**src/rtl/ram_arbiter2.sv**
```systemverilog
// Round-robin sequencer that serialises two requesters onto one 32x8 RAM.
// Latency: write acks 2 cycles after the grant; a read acks with its data 3 cycles after the grant.
module ram_arbiter2 #(
    parameter int ADDR_W = 5,
    parameter int DATA_W = 8
) (
    input  logic              clk,
    input  logic              rst,
    input  logic              req0,
    input  logic              we0,
    input  logic [ADDR_W-1:0] addr0,
    input  logic [DATA_W-1:0] wdata0,
    output logic              ack0,
    output logic [DATA_W-1:0] rdata0,
    input  logic              req1,
    input  logic              we1,
    input  logic [ADDR_W-1:0] addr1,
    input  logic [DATA_W-1:0] wdata1,
    output logic              ack1,
    output logic [DATA_W-1:0] rdata1,
    output logic              ram_cs,
    output logic              ram_wrt,
    output logic              ram_rd,
    output logic [ADDR_W-1:0] ram_addr,
    output logic [DATA_W-1:0] ram_wdata,
    input  logic [DATA_W-1:0] ram_rdata,
    output logic              busy
);

    typedef enum logic [1:0] {S_IDLE, S_ISSUE, S_CAPTURE, S_ACK} state_t;

    state_t r_state;
    logic   r_owner;
    logic   r_we;
    logic   r_last_gnt;
    logic   w_gnt;

    // Under contention the port that did not win last time gets the grant.
    assign w_gnt = (req0 && req1) ? ~r_last_gnt : req1;

    always_ff @(posedge clk) begin
        if (rst) begin
            r_state    <= S_IDLE;
            r_owner    <= 1'b0;
            r_we       <= 1'b0;
            r_last_gnt <= 1'b1;
            ram_addr   <= '0;
            ram_wdata  <= '0;
            rdata0     <= '0;
            rdata1     <= '0;
        end else begin
            case (r_state)
                S_IDLE: begin
                    if (req0 || req1) begin
                        r_owner    <= w_gnt;
                        r_last_gnt <= w_gnt;
                        r_we       <= w_gnt ? we1 : we0;
                        ram_addr   <= w_gnt ? addr1 : addr0;
                        ram_wdata  <= w_gnt ? wdata1 : wdata0;
                        r_state    <= S_ISSUE;
                    end
                end
                S_ISSUE: r_state <= r_we ? S_ACK : S_CAPTURE;
                S_CAPTURE: begin
                    if (r_owner) rdata1 <= ram_rdata;
                    else         rdata0 <= ram_rdata;
                    r_state <= S_ACK;
                end
                S_ACK:   r_state <= S_IDLE;
                default: r_state <= S_IDLE;
            endcase
        end
    end

    // Strobes are decoded from state, so an ISSUE cycle that coincides with rst still reaches the RAM.
    assign ram_cs  = (r_state == S_ISSUE);
    assign ram_wrt = ram_cs & r_we;
    assign ram_rd  = ram_cs & ~r_we;
    assign ack0    = (r_state == S_ACK) & ~r_owner;
    assign ack1    = (r_state == S_ACK) & r_owner;
    assign busy    = (r_state != S_IDLE);

endmodule
```
**config.mk**
```make
export PLATFORM = sky130hd
export DESIGN_NAME = ram_arbiter2
export DESIGN_NICKNAME = d
export VERILOG_FILES = /design/src/rtl/ram_arbiter2.sv
export SDC_FILE = /design/constraint.sdc
export NUM_CORES = 1
export LEC_CHECK = 0
export ABC_AREA = 1
export BUFFER_PORTS_ARGS = -buffer_cell sky130_fd_sc_hd__buf_2
export CAP_MARGIN = 20
export CORE_ASPECT_RATIO = 0.5
export CORE_MARGIN = 2
export CORE_UTILIZATION = 31
export CTS_BUF_LIST = sky130_fd_sc_hd__clkbuf_2 sky130_fd_sc_hd__clkbuf_4 sky130_fd_sc_hd__clkbuf_8
export DETAILED_ROUTE_END_ITERATION = 7
export MAX_ROUTING_LAYER = met4
export PLACE_DENSITY_LB_ADDON = 0.15
export SLEW_MARGIN = 5
export SYNTH_ARGS = -nofsm -noshare
export SYNTH_HDL_FRONTEND = slang
export SYNTH_SLANG_ARGS = --single-unit
```
**constraint.sdc**
```tcl
create_clock -name clk -period 1.77 [get_ports clk]
set_clock_uncertainty 0.1 [all_clocks]
set_input_delay 0.177 -clock clk [delete_from_list [all_inputs] [get_ports clk]]
set_output_delay 0.177 -clock clk [all_outputs]
set_load 0.005 [all_outputs]
```
## After elaboration in Yosys (flattened, before gate mapping)

Cells that the tools add are included.

| storage, ports and cells | value |
|---|---|
| latch bits | 0 |
| logic and storage cells | 33 |
| ROM bits | 0 |
| bits of input ports | 40 |
| memories kept | 0 |
| register bits after elaboration | 34 |
| bits in writable memories | 0 |
| output and inout port bits | 35 |

| cells by class | value |
|---|---|
| eq/ne operators | 4 |
| muxes and demuxes | 7 |
| $add $sub $neg | 0 |
| order comparisons | 0 |
| bitwise logic cells | 7 |
| reductions and logical operators | 7 |
| divide/modulo/power cells | 0 |
| shifts and indexed selects | 0 |
| multipliers | 0 |

Operators by type and width:

| operator | count |
|---|---|
| two-way mux 8 bit | 1 |
| case mux 2 bit (4 select lines) | 1 |
| AND reduction 2 bit | 3 |
| two-way mux 5 bit | 1 |
| bitwise AND 1 bit | 4 |
| equality test 2 bit, second input constant | 2 |
| two-way mux 1 bit | 3 |
| NOT 1 bit | 3 |
| equality test 2 x 1 -> 1 bit, second input constant | 1 |
| zero test 2 bit | 1 |
| two-way mux 2 bit | 1 |
| != test 2 bit, second input constant | 1 |
| nonzero test 2 bit | 1 |
| logical AND 1 bit | 1 |
| logical OR 1 bit | 1 |

## Logic depth before layout (Yosys ltp)

| depth | value |
|---|---|
| depth in word-level cells | 3 |
| depth in mapped cells | 8 |
| depth with buffers taken out | 7 |

## Worst setup path before layout

Ideal clock, no wire load.

| timing | value |
|---|---|
| path type | flip-flop to flip-flop |
| start | register r_state[0] |
| end | register r_state[0] |
| arrival | 1.125 ns |
| setup slack | 0.429 ns |
| clock period less this slack | 1.341 ns |
| buffers on the path | 1 |
| library setup time | 0.116 ns |
| stages on the path, launching flop included | 8 |
| required time | 1.554 ns |
| cell sequence | dfxtp_1 -> inv_1 -> ha_1 -> inv_2 -> nor2_4 -> buf_6 -> nor2_1 -> a21oi_2 |

| between the ends | value |
|---|---|
| word-level cells in the longest chain between the ends | 2 |
| elaborated cells between the ends (all ways) | 6 |
| those cells by class | eq/ne (4); mux (1); reduce/logical (1) |

RTL lines:

| what | line | text |
|---|---|---|
| start, declared | 32 | `state_t r_state;` |
| start signal, assigned | 63 | `S_ISSUE: r_state <= r_we ? S_ACK : S_CAPTURE;` |
| equality test 2 bit, or another cell as far along | 52 | `case (r_state)` |
| case mux 2 bit (4 select lines) / != test 2 bit (equally long branches) | - |  |

Several ways; a longest one is shown, not always the timed one.
A chain may end at the register's enable or synchronous reset.

==> results.yml <==
clock_network:
  tritoncts_clock_tree: "built"
  clock_tree_root_driver_cell: "sky130_fd_sc_hd__clkbuf_8"
  clk_path_buf_depth: 2
  cts.hold.buffers_added: 1
  number_of_h_tree_levels: 2
  cts.repair_timing.setup_buffer_count: 0
  postCtsResizedCells: 0
  numClockSinks: 34
  clk-insertion-delay-late_ns: 0.28
  clkTransAtPathRegs_ns: 0.07
  cts-buffers-inserted: 5
global_routing:
  grt_antenna_before_repair: 0
  globalRoute.totalOverflow: 0
  grt_util_all_layers_pct: 12.9
  grt_pass1_wl_um: 5570
  grt_max_degree: 29
  via_count_of_the_first_global_routing_pass: 1262
synth:
  synth_cells: 229
  synth_area_leaders: "sky130_fd_sc_hd__dfxtp_1, sky130_fd_sc_hd__nor2_1, sky130_fd_sc_hd__nand2_1"
  postSynthRegisterBits: 34
  post_synth_most_frequent_cells: "sky130_fd_sc_hd__nor2_1, sky130_fd_sc_hd__nand2_1, sky130_fd_sc_hd__dfxtp_1"
  synth.most_common_cell: "sky130_fd_sc_hd__nor2_1"
  total_nets_after_synthesis: 273
  postSynth.asyncResetShare_pct: 0
  synth_warnings: 0
  synthDistinctLibCells: 19
  synth_top_cell_area_share_pct: 43.6
  yosys.area.top_type: "sky130_fd_sc_hd__dfxtp_1"
  synth_area_per_cell_sq_um: 6.82
  yosys_most_used_dff: "sky130_fd_sc_hd__dfxtp_1"
  synth-seq-area-share_pct: 43.6
  synthesis.area_sq_um: 1560
  number_of_enable_flip_flop_cells_after_synthesis: 0
final_layout:
  num-fill-cells: 546
  insertedDiodeCount: 0
  layout-area-overhead-vs-synth_pct: 35.0
  ff_latch_area_sq_um: 681
  design_area_sq_um: 2110
  multi_input_gate_area_in_the_final_layout_sq_um: 727
  final_layout_size_suffix_gt1_share_pct: 30.9
  final_net_count: 350
detailed_routing:
  wirelength_um: 3450
  drt_pass1_iterations: 4
  antenna_violating_nets_post_route: 0
  dr_total_vias: 1523
  drtIter0Drc: 44
  wl_per_cell_um: 9.15
  drt-vias-per-instance: 4.04
  drc: 0
pwr:
  clkPwrFrac_pct: 30.4
  vdd.ir_drop.worst_mv: 0.387
  p_leak_nw: 1.19
  swShare_pct: 30.4
  combinationalPowerShare_pct: 28.0
  power.switching_uw: 715
  finalPower_mw: 2.35
  power.sequential.fraction_pct: 41.6
  power_report.internal_total_mw: 1.64
  power_per_cell_area_nw_per_um2: 1120
sta:
  layout_min_cycle_time_ns: 1.55
  rsz0062_at_grt: "no"
  fmax_mhz: 646
  final_period_util_pct: 87.5
  slew_headroom_pct: 72.5
  worst-slew-pin-transition_ns: 0.411
  timing.final.setup_violations: 0
  final-max-slew-violation-count: 0
  report.final.hold_viol_count: 0
  setup_total_negative_slack_ns: 0
  final_layout_worst_hold_slack_ns: 0.0415
flow_run:
  cap_violations: 0
setup_path:
  timing.critical_path.arrival_ns: 1.66
  critical_path_required_ns: 1.88
  critical-path-max-stage-delay_ns: 0.53
  crit_type: "input pin to flop"
  path_max_fanout: 17
  crit_path_top_delay_cell: "sky130_fd_sc_hd__dlygate4sd3_1"
  crit_path_end_kind: "flop"
  timing.critical_path.cells: "dlygate4sd3_1 > buf_2 > inv_1 > buf_4 > o21ai_1 > nor2_1"
  critical_path_launch_point_type: "input pin"
die:
  num_rows: 18
  io-pin-count: 75
  design.die.area_sq_um: 5660
  core_area_sq_um: 4890
  die-width_um: 104
  start_util_pct: 32.0
  die_h_um: 54.2
hold_path:
  hp-class: "input pin to flop"
place:
  placed_cell_area_sq_um: 1990
  io_buffer_count: 74
  gp_congestion: 0.766
  post-dp-hpwl_um: 2590
outcome:
  outcome: "finished, final reports clean"
## worst max-delay path, delay by kind of cell
family	cells	cell delay, ns
AO/OA/AOI/OAI	1	0.09
buffers and inverters	4	1.29
AND/OR/NAND/NOR	1	0.10
## layout make-up
type / count / share of cell area [%]
Clock inverter: 1 / 1.42
Timing Repair Buffer: 78 / 19.1
Inverter: 26 / 4.63
Sequential cell: 34 / 32.3
Multi-Input combinational cell: 161 / 34.5
Clock buffer: 7 / 3.97
Tap cell: 70 / 4.15
## logic make-up after synthesis
group / Yosys count / synth area share [%]
simple gates: 124 / 32.3
compound gates: 33 / 11.0
flops: 34 / 43.6
buf+inv: 34 / 9.93
fa+ha+maj: 4 / 3.20
## final timing paths
path                                    from          end  slack, ns  cells past startpoint
worst max-delay path                     rst  ram_addr[0]       0.22                      6
worst min-delay path            ram_rdata[0]    rdata0[0]       0.04                      3
worst max register to register    r_state[0]  ram_addr[1]       0.26                      8
worst min register to register    r_last_gnt   r_last_gnt       0.38                      2
## placed cells by master (no fill, tap or decap), types with 4 or more instances in the layout
| master | count |
|---|---|
| sky130_fd_sc_hd__inv_1 | 24 |
| sky130_fd_sc_hd__nand2_1 | 37 |
| sky130_fd_sc_hd__buf_2 | 74 |
| sky130_fd_sc_hd__o21ai_0 | 16 |
| sky130_fd_sc_hd__o21ai_1 | 14 |
| sky130_fd_sc_hd__ha_1 | 4 |
| sky130_fd_sc_hd__nor2_1 | 78 |
| sky130_fd_sc_hd__dfxtp_1 | 34 |
| sky130_fd_sc_hd__clkbuf_8 | 5 |
## flip-flops by register name, indices dropped and copies added (netlist names)
register	flops
rdata1	8
r_we	1
r_last_gnt	1
ram_addr	5
r_state	2
r_owner	1
rdata0	8
ram_wdata	8
## power groups by stage
stage	Clock, mW	Combinational, mW	Sequential, mW
after floorplan	0	0.437	0.998
after global placement	0	0.660	0.992
after detailed placement	0	0.673	0.993
after CTS	0.741	0.675	0.978
after global routing	0.777	0.767	0.993
final	0.716	0.659	0.978
## routing by layer
layer / global-route usage, % / up-vias / part of all wire [%]
met1: 15.7 / 635 / 51
met4: 4.05 / 0 / 0.55
li1: - / 848 / -
met5: - / - / 0
met3: 4.36 / 2 / 4.8
met2: 20.8 / 38 / 44
## stage by stage
step	std cells	worst slack, ns	util [%]
floorplan	229	0.429	-
global placement	368	0.325	40.6
detailed placement	368	0.265	40.6
CTS	377	0.214	43.2
global route	377	0.0815	43.2
finish	377	0.221	43.2
(Power assumes the default switching activity.)
